## config.mk

```make
export PLATFORM = sky130hd
export DESIGN_NAME = pid_channel_scheduler
export DESIGN_NICKNAME = d
export VERILOG_FILES = /design/src/rtl/pid_channel_scheduler.sv
export SDC_FILE = /design/constraint.sdc
export NUM_CORES = 1
export LEC_CHECK = 0
export ABC_CLOCK_PERIOD_IN_PS = 3200
export BUFFER_PORTS_ARGS = -buffer_cell sky130_fd_sc_hd__buf_2
export CORE_ASPECT_RATIO = 0.9
export CORE_MARGIN = 4
export CORE_UTILIZATION = 40
export DETAILED_ROUTE_END_ITERATION = 10
export GPL_TIMING_DRIVEN = 0
export PLACE_DENSITY = 0.82
export SETUP_SLACK_MARGIN = 0.2
export SKIP_LAST_GASP = 1
export SYNTH_ARGS = -nofsm -noshare
export SYNTH_HDL_FRONTEND = slang
export SYNTH_SLANG_ARGS = --single-unit
```

## constraint.sdc

```tcl
create_clock -name clk -period 3.2 [get_ports clk]
set_input_delay 0.64 -clock clk [delete_from_list [all_inputs] [get_ports clk]]
set_output_delay 0.64 -clock clk [all_outputs]
set_load 0.1 [all_outputs]
```

## src/rtl/pid_channel_scheduler.sv

```systemverilog
// rtl/pid_channel_scheduler.sv - round-robin scheduler time-sharing one PID core among NUM_CH loops
//
// Ports:
//   clk, rst            clock (rising edge), asynchronous active-high reset
//   ch_en, req          per-channel enable and level request (effective = req & ch_en)
//   setpoint_flat       channel k setpoint in bits [8k+7:8k]
//   feedback_flat       channel k feedback in bits [8k+7:8k]
//   gnt                 one-hot grant pulse, coincident with core_start
//   busy                high whenever a transaction is in flight
//   core_start          one-cycle launch pulse to the PID core
//   core_ch             channel being serviced
//   core_setpoint/_feedback  operands captured at grant, stable until the core answers
//   core_done/_result   core completion pulse and its 8-bit result (looked at only while waiting)
//   result_valid        one-cycle pulse when a result is delivered
//   result_ch, result   channel and value of the last delivery (result_ch also set on timeout)
//   timeout_err         one-cycle pulse when the core fails to answer in TIMEOUT cycles
module pid_channel_scheduler #(
  parameter int NUM_CH  = 4,
  parameter int CH_W    = 2,
  parameter int TIMEOUT = 16
) (
  input  logic                  clk,
  input  logic                  rst,
  input  logic [NUM_CH-1:0]     ch_en,
  input  logic [NUM_CH-1:0]     req,
  input  logic [NUM_CH*8-1:0]   setpoint_flat,
  input  logic [NUM_CH*8-1:0]   feedback_flat,
  output logic [NUM_CH-1:0]     gnt,
  output logic                  busy,
  output logic                  core_start,
  output logic [CH_W-1:0]       core_ch,
  output logic [7:0]            core_setpoint,
  output logic [7:0]            core_feedback,
  input  logic                  core_done,
  input  logic [7:0]            core_result,
  output logic                  result_valid,
  output logic [CH_W-1:0]       result_ch,
  output logic [7:0]            result,
  output logic                  timeout_err
);

  typedef enum logic [2:0] {
    S_IDLE    = 3'd0,
    S_LAUNCH  = 3'd1,
    S_WAIT    = 3'd2,
    S_DELIVER = 3'd3,
    S_ABORT   = 3'd4
  } state_t;

  state_t            state;
  state_t            state_nxt;
  logic [CH_W-1:0]   rr_ptr;
  logic [7:0]        timer;
  logic [NUM_CH-1:0] eff;
  logic              found;
  logic [CH_W-1:0]   winner;
  logic [CH_W:0]     scan_sum;
  logic [CH_W-1:0]   scan_idx;
  logic              timer_hit;

  assign eff       = req & ch_en;
  assign timer_hit = (timer == 8'(TIMEOUT - 1));

  // Round-robin pick: walk upward from rr_ptr, wrapping at NUM_CH, and take
  // the first effective request. The extra sum bit lets non-power-of-two
  // channel counts wrap correctly.
  always_comb begin
    found    = 1'b0;
    winner   = '0;
    scan_sum = '0;
    scan_idx = '0;
    for (int i = 0; i < NUM_CH; i++) begin
      scan_sum = {1'b0, rr_ptr} + (CH_W+1)'(i);
      if (scan_sum >= (CH_W+1)'(NUM_CH)) begin
        scan_sum = scan_sum - (CH_W+1)'(NUM_CH);
      end
      scan_idx = scan_sum[CH_W-1:0];
      if (!found && eff[scan_idx]) begin
        found  = 1'b1;
        winner = scan_idx;
      end
    end
  end

  // State register.
  always_ff @(posedge clk or posedge rst) begin
    if (rst) begin
      state <= S_IDLE;
    end else begin
      state <= state_nxt;
    end
  end

  // Next-state logic. A done in the same cycle as the timeout limit wins.
  always_comb begin
    state_nxt = state;
    unique case (state)
      S_IDLE:    if (found) state_nxt = S_LAUNCH;
      S_LAUNCH:  state_nxt = S_WAIT;
      S_WAIT: begin
        if (core_done) begin
          state_nxt = S_DELIVER;
        end else if (timer_hit) begin
          state_nxt = S_ABORT;
        end
      end
      S_DELIVER: state_nxt = S_IDLE;
      S_ABORT:   state_nxt = S_IDLE;
      default:   state_nxt = S_IDLE;
    endcase
  end

  // Pulse outputs decode only the state and registered channel, so there is
  // no combinational path from any input to any output.
  always_comb begin
    gnt          = '0;
    core_start   = 1'b0;
    result_valid = 1'b0;
    timeout_err  = 1'b0;
    busy         = (state != S_IDLE);
    if (state == S_LAUNCH) begin
      gnt        = NUM_CH'(1) << core_ch;
      core_start = 1'b1;
    end
    if (state == S_DELIVER) result_valid = 1'b1;
    if (state == S_ABORT)   timeout_err  = 1'b1;
  end

  // Datapath registers: operand capture at grant, watchdog timer, result hold.
  always_ff @(posedge clk or posedge rst) begin
    if (rst) begin
      rr_ptr        <= '0;
      timer         <= '0;
      core_ch       <= '0;
      core_setpoint <= '0;
      core_feedback <= '0;
      result        <= '0;
      result_ch     <= '0;
    end else begin
      unique case (state)
        S_IDLE: begin
          if (found) begin
            core_ch       <= winner;
            core_setpoint <= setpoint_flat[{winner, 3'b000} +: 8];
            core_feedback <= feedback_flat[{winner, 3'b000} +: 8];
            rr_ptr        <= (winner == CH_W'(NUM_CH - 1)) ? '0 : winner + CH_W'(1);
          end
        end
        S_LAUNCH: begin
          timer <= '0;
        end
        S_WAIT: begin
          if (core_done) begin
            result    <= core_result;
            result_ch <= core_ch;
          end else if (timer_hit) begin
            result_ch <= core_ch;
          end else begin
            timer <= timer + 8'd1;
          end
        end
        default: begin
        end
      endcase
    end
  end

endmodule

```

==> flow_metrics.tcl <==
set metrics [dict create \
    dr.pass1.iters 4 \
    critPathMaxStageDelay_ns 0.42 \
    period_share 0.782 \
    setup_viol 0 \
    placedInstanceArea_sq_mm 0.00291 \
    syn_area_per_cell_sq_um 9.93 \
    synth_area_leaders "dfrtp_1 (46%), mux2i_1 (15%), nand2_1 (10%)" \
    post-cts-setup-buffers 0 \
    crit_buf_inv 3 \
    synth_top_area_frac 0.461 \
    status "finished clean" \
    ys_seq_area_frac 0.461 \
    hold_class "reg -> reg" \
    num_antenna_cells 0 \
    netlist-cell-type-count 35 \
    first_global_vias 2172 \
    clk_pin_slew_worst_paths_ns 0.08 \
    cts_root_buf "clkbuf_8" \
    synth_fa_ha_area_frac 0.00562 \
    fin_skew_ns 0.00356 \
    intPower_mw 1.49 \
    dp_hpwl_microns 4630 \
    maxSlewHeadroom 0.429 \
    grt_max_degree 42 \
    layout-drive-gt1-share 0.415 \
    numCtsBuffers 5 \
    synthMuxAreaShare 0.174 \
    seqPwrFrac 0.230 \
    switching_share 0.605 \
    required_ns 2.56 \
    syn_area_sq_mm 0.00222 \
    worstSetupPathType "reg -> out" \
    start_util 0.418 \
    synth-edff-count 0 \
    final-hold-violation-count 0 \
    io_buffers 117 \
    core_sq_mm 0.00532 \
    cts.sinks 41 \
    ys_top_cells_by_count "nand2_1 (59), dfrtp_1 (41), mux2i_1 (33)" \
    finalWorstPathRequiredPeriod_ns 2.50 \
    syn_nets 308 \
    grt_first_pass_wirelength_microns 9650 \
    yosysWarningCount 0 \
    routed.top_layer "met4" \
    path_delay_family "buffers and inverters" \
    synth-simple-area-share 0.193 \
    cap_violations 0 \
    first_iter_violations 59 \
    synth_flop_cell "dfrtp_1" \
    synthArstFlopShare 1.00 \
    antenna_found_initial 0 \
    hold_depth 2 \
    worstSetupPathDepth 6 \
    layout.nets 432 \
    place_congestion 0.854 \
    fillers 483 \
    p_per_area_mw_per_mm2 1240 \
    power.leakage_nw 1.69 \
    rsz0062_at_grt "no" \
    pin_count 119 \
    worstRegToRegCells 6 \
    die_w_microns 86.6 \
    wirelength_microns 5950 \
    vias 2142 \
    crit_path_top_delay_cell "buf_2" \
    p_clk_frac 0.131 \
    areaGrowthSynthToFinish_pct 36.7 \
    wl_per_cell_microns 14.3 \
    yosysTopAreaCell "dfrtp_1" \
    post-synth-top-count-cell "nand2_1" \
    dp_cells 408 \
    drv_slew 0 \
    die_area_sq_mm 0.00682 \
    path_cells "buf_2 > nand2_1 > inv_1 > nand2_1 > nor2_2 > buf_2" \
    antenna_left 0 \
    overflow 0 \
    postCtsHoldBufs 0 \
    die_y_microns 78.8 \
    p_total_mw 3.77 \
    crit_arrival_ns 1.86 \
    worst_slew_pin_slew_ns 0.855 \
    fmax_mhz 399 \
    switching_power_mw 2.28 \
    rows 25 \
    cts_resized 0 \
    wl_met2_microns 2940 \
    cp-start-kind "register" \
    design_area_sq_mm 0.00304 \
    htreeDepth 2 \
    ir_worst_vdd_uv 922 \
    met3WireLength_microns 441 \
    cts_tree "done" \
    ys_seq_elements 41 \
    fin_setup_tns_ns 0 \
    via_per_inst 5.15 \
    clk_path_buf_depth 2 \
    crit_path_end_kind "output pin" \
    synth_compound_area_frac 0.120 \
    synth_xor_area_frac 0.0118 \
    final_cell_count_no_fill 416 \
    synth_top_family_by_area "simple AND/OR/NAND/NOR gates" \
    wl_met1_microns 2500 \
    syn_inst 224 \
    critPathMaxFanout 10 \
    clkLatencyLatePin_ns 0.29 \
    grt_use_total 0.175 \
    drc 0 \
    p_comb_frac 0.638 \
]
==> cells in the final DEF (no fill, tap or decap), types with 3 or more instances in the layout <==
cell type  count
and3_1         4
buf_4          3
o21ai_1        4
nand2_1       59
inv_1          3
dfrtp_1       41
clkbuf_8       5
mux2i_1       33
nand3_1        6
o221ai_1      16
clkbuf_1       5
mux2_2         4
a21oi_1        3
xor2_1         3
o21ai_0        4
nor2_1         6
buf_2        121
nand4_1        4
==> per-stage QoR <==
stage / setup WS, ns / util / hold slack [ns]
detailed placement: 0.938 / 0.547 / 0.460
global route: 0.506 / 0.572 / 0.512
finish: 0.697 / 0.572 / 0.475
floorplan: -0.165 / - / 0.505
global placement: 1.00 / 0.547 / 0.453
CTS: 0.659 / 0.572 / 0.482
==> path summary, 6_finish.rpt <==
check,from,endpoint,slack [ns]
max reg2reg,timer[0],timer[7],1.16
min reg2reg,result[6],result[6],0.47
max in group asynchronous,rst,core_setpoint[4],2.14
min,result[6],result[6],0.47
min in group asynchronous,rst,result[5],0.52
max,state[0],gnt[1],0.70
==> state kept, by name (all words and copies together) (netlist names) <==
| signal | flops |
|---|---|
| core_setpoint | 8 |
| result | 8 |
| timer | 8 |
| rr_ptr | 2 |
| core_feedback | 8 |
| state | 3 |
| core_ch | 2 |
| result_ch | 2 |
==> layout make-up <==
| class | instances | area, sq um | area share |
|---|---|---|---|
| buffer | 12 | 61.3 | 0.0202 |
| clock buffer | 5 | 68.8 | 0.0226 |
| clock inverter | 3 | 65.1 | 0.0214 |
| inverter | 4 | 15.0 | 0.00494 |
| multi-input combinational | 167 | 1130 | 0.373 |
| sequential | 41 | 1030 | 0.337 |
| tap | 67 | 83.8 | 0.0276 |
| timing repair buffer | 117 | 586 | 0.193 |
==> kinds of logic (layout without fill, tap and decap cells) <==
logic type,after synthesis,after routing
flops,41,41
xor+xnor,3,3
simple gates,92,92
mux,38,38
compound gates,33,33
buf+inv,16,141
fa+ha+maj,1,1
==> power groups by stage <==
stage	logic [mW]	registers (mW)	clock network [mW]
floorplan	0.787	2.08	0
finish	2.40	0.868	0.494
global placement	2.40	0.870	0
CTS	2.43	0.868	0.506
detailed placement	2.43	0.873	0
global route	2.53	0.898	0.524
==> layer usage <==
layer / GRT usage / up-vias
met1: 0.216 / 988
met5: 0 / -
li1: - / 1061
met4: 0.0498 / 0
met3: 0.0322 / 6
met2: 0.310 / 87
==> tightest hold or removal path: stages (launching register included) <==
cell     delay [ns]
dfrtp_1        0.35
nand2_1        0.05
nand2_1        0.05
Power figures use the tool's default switching activity.
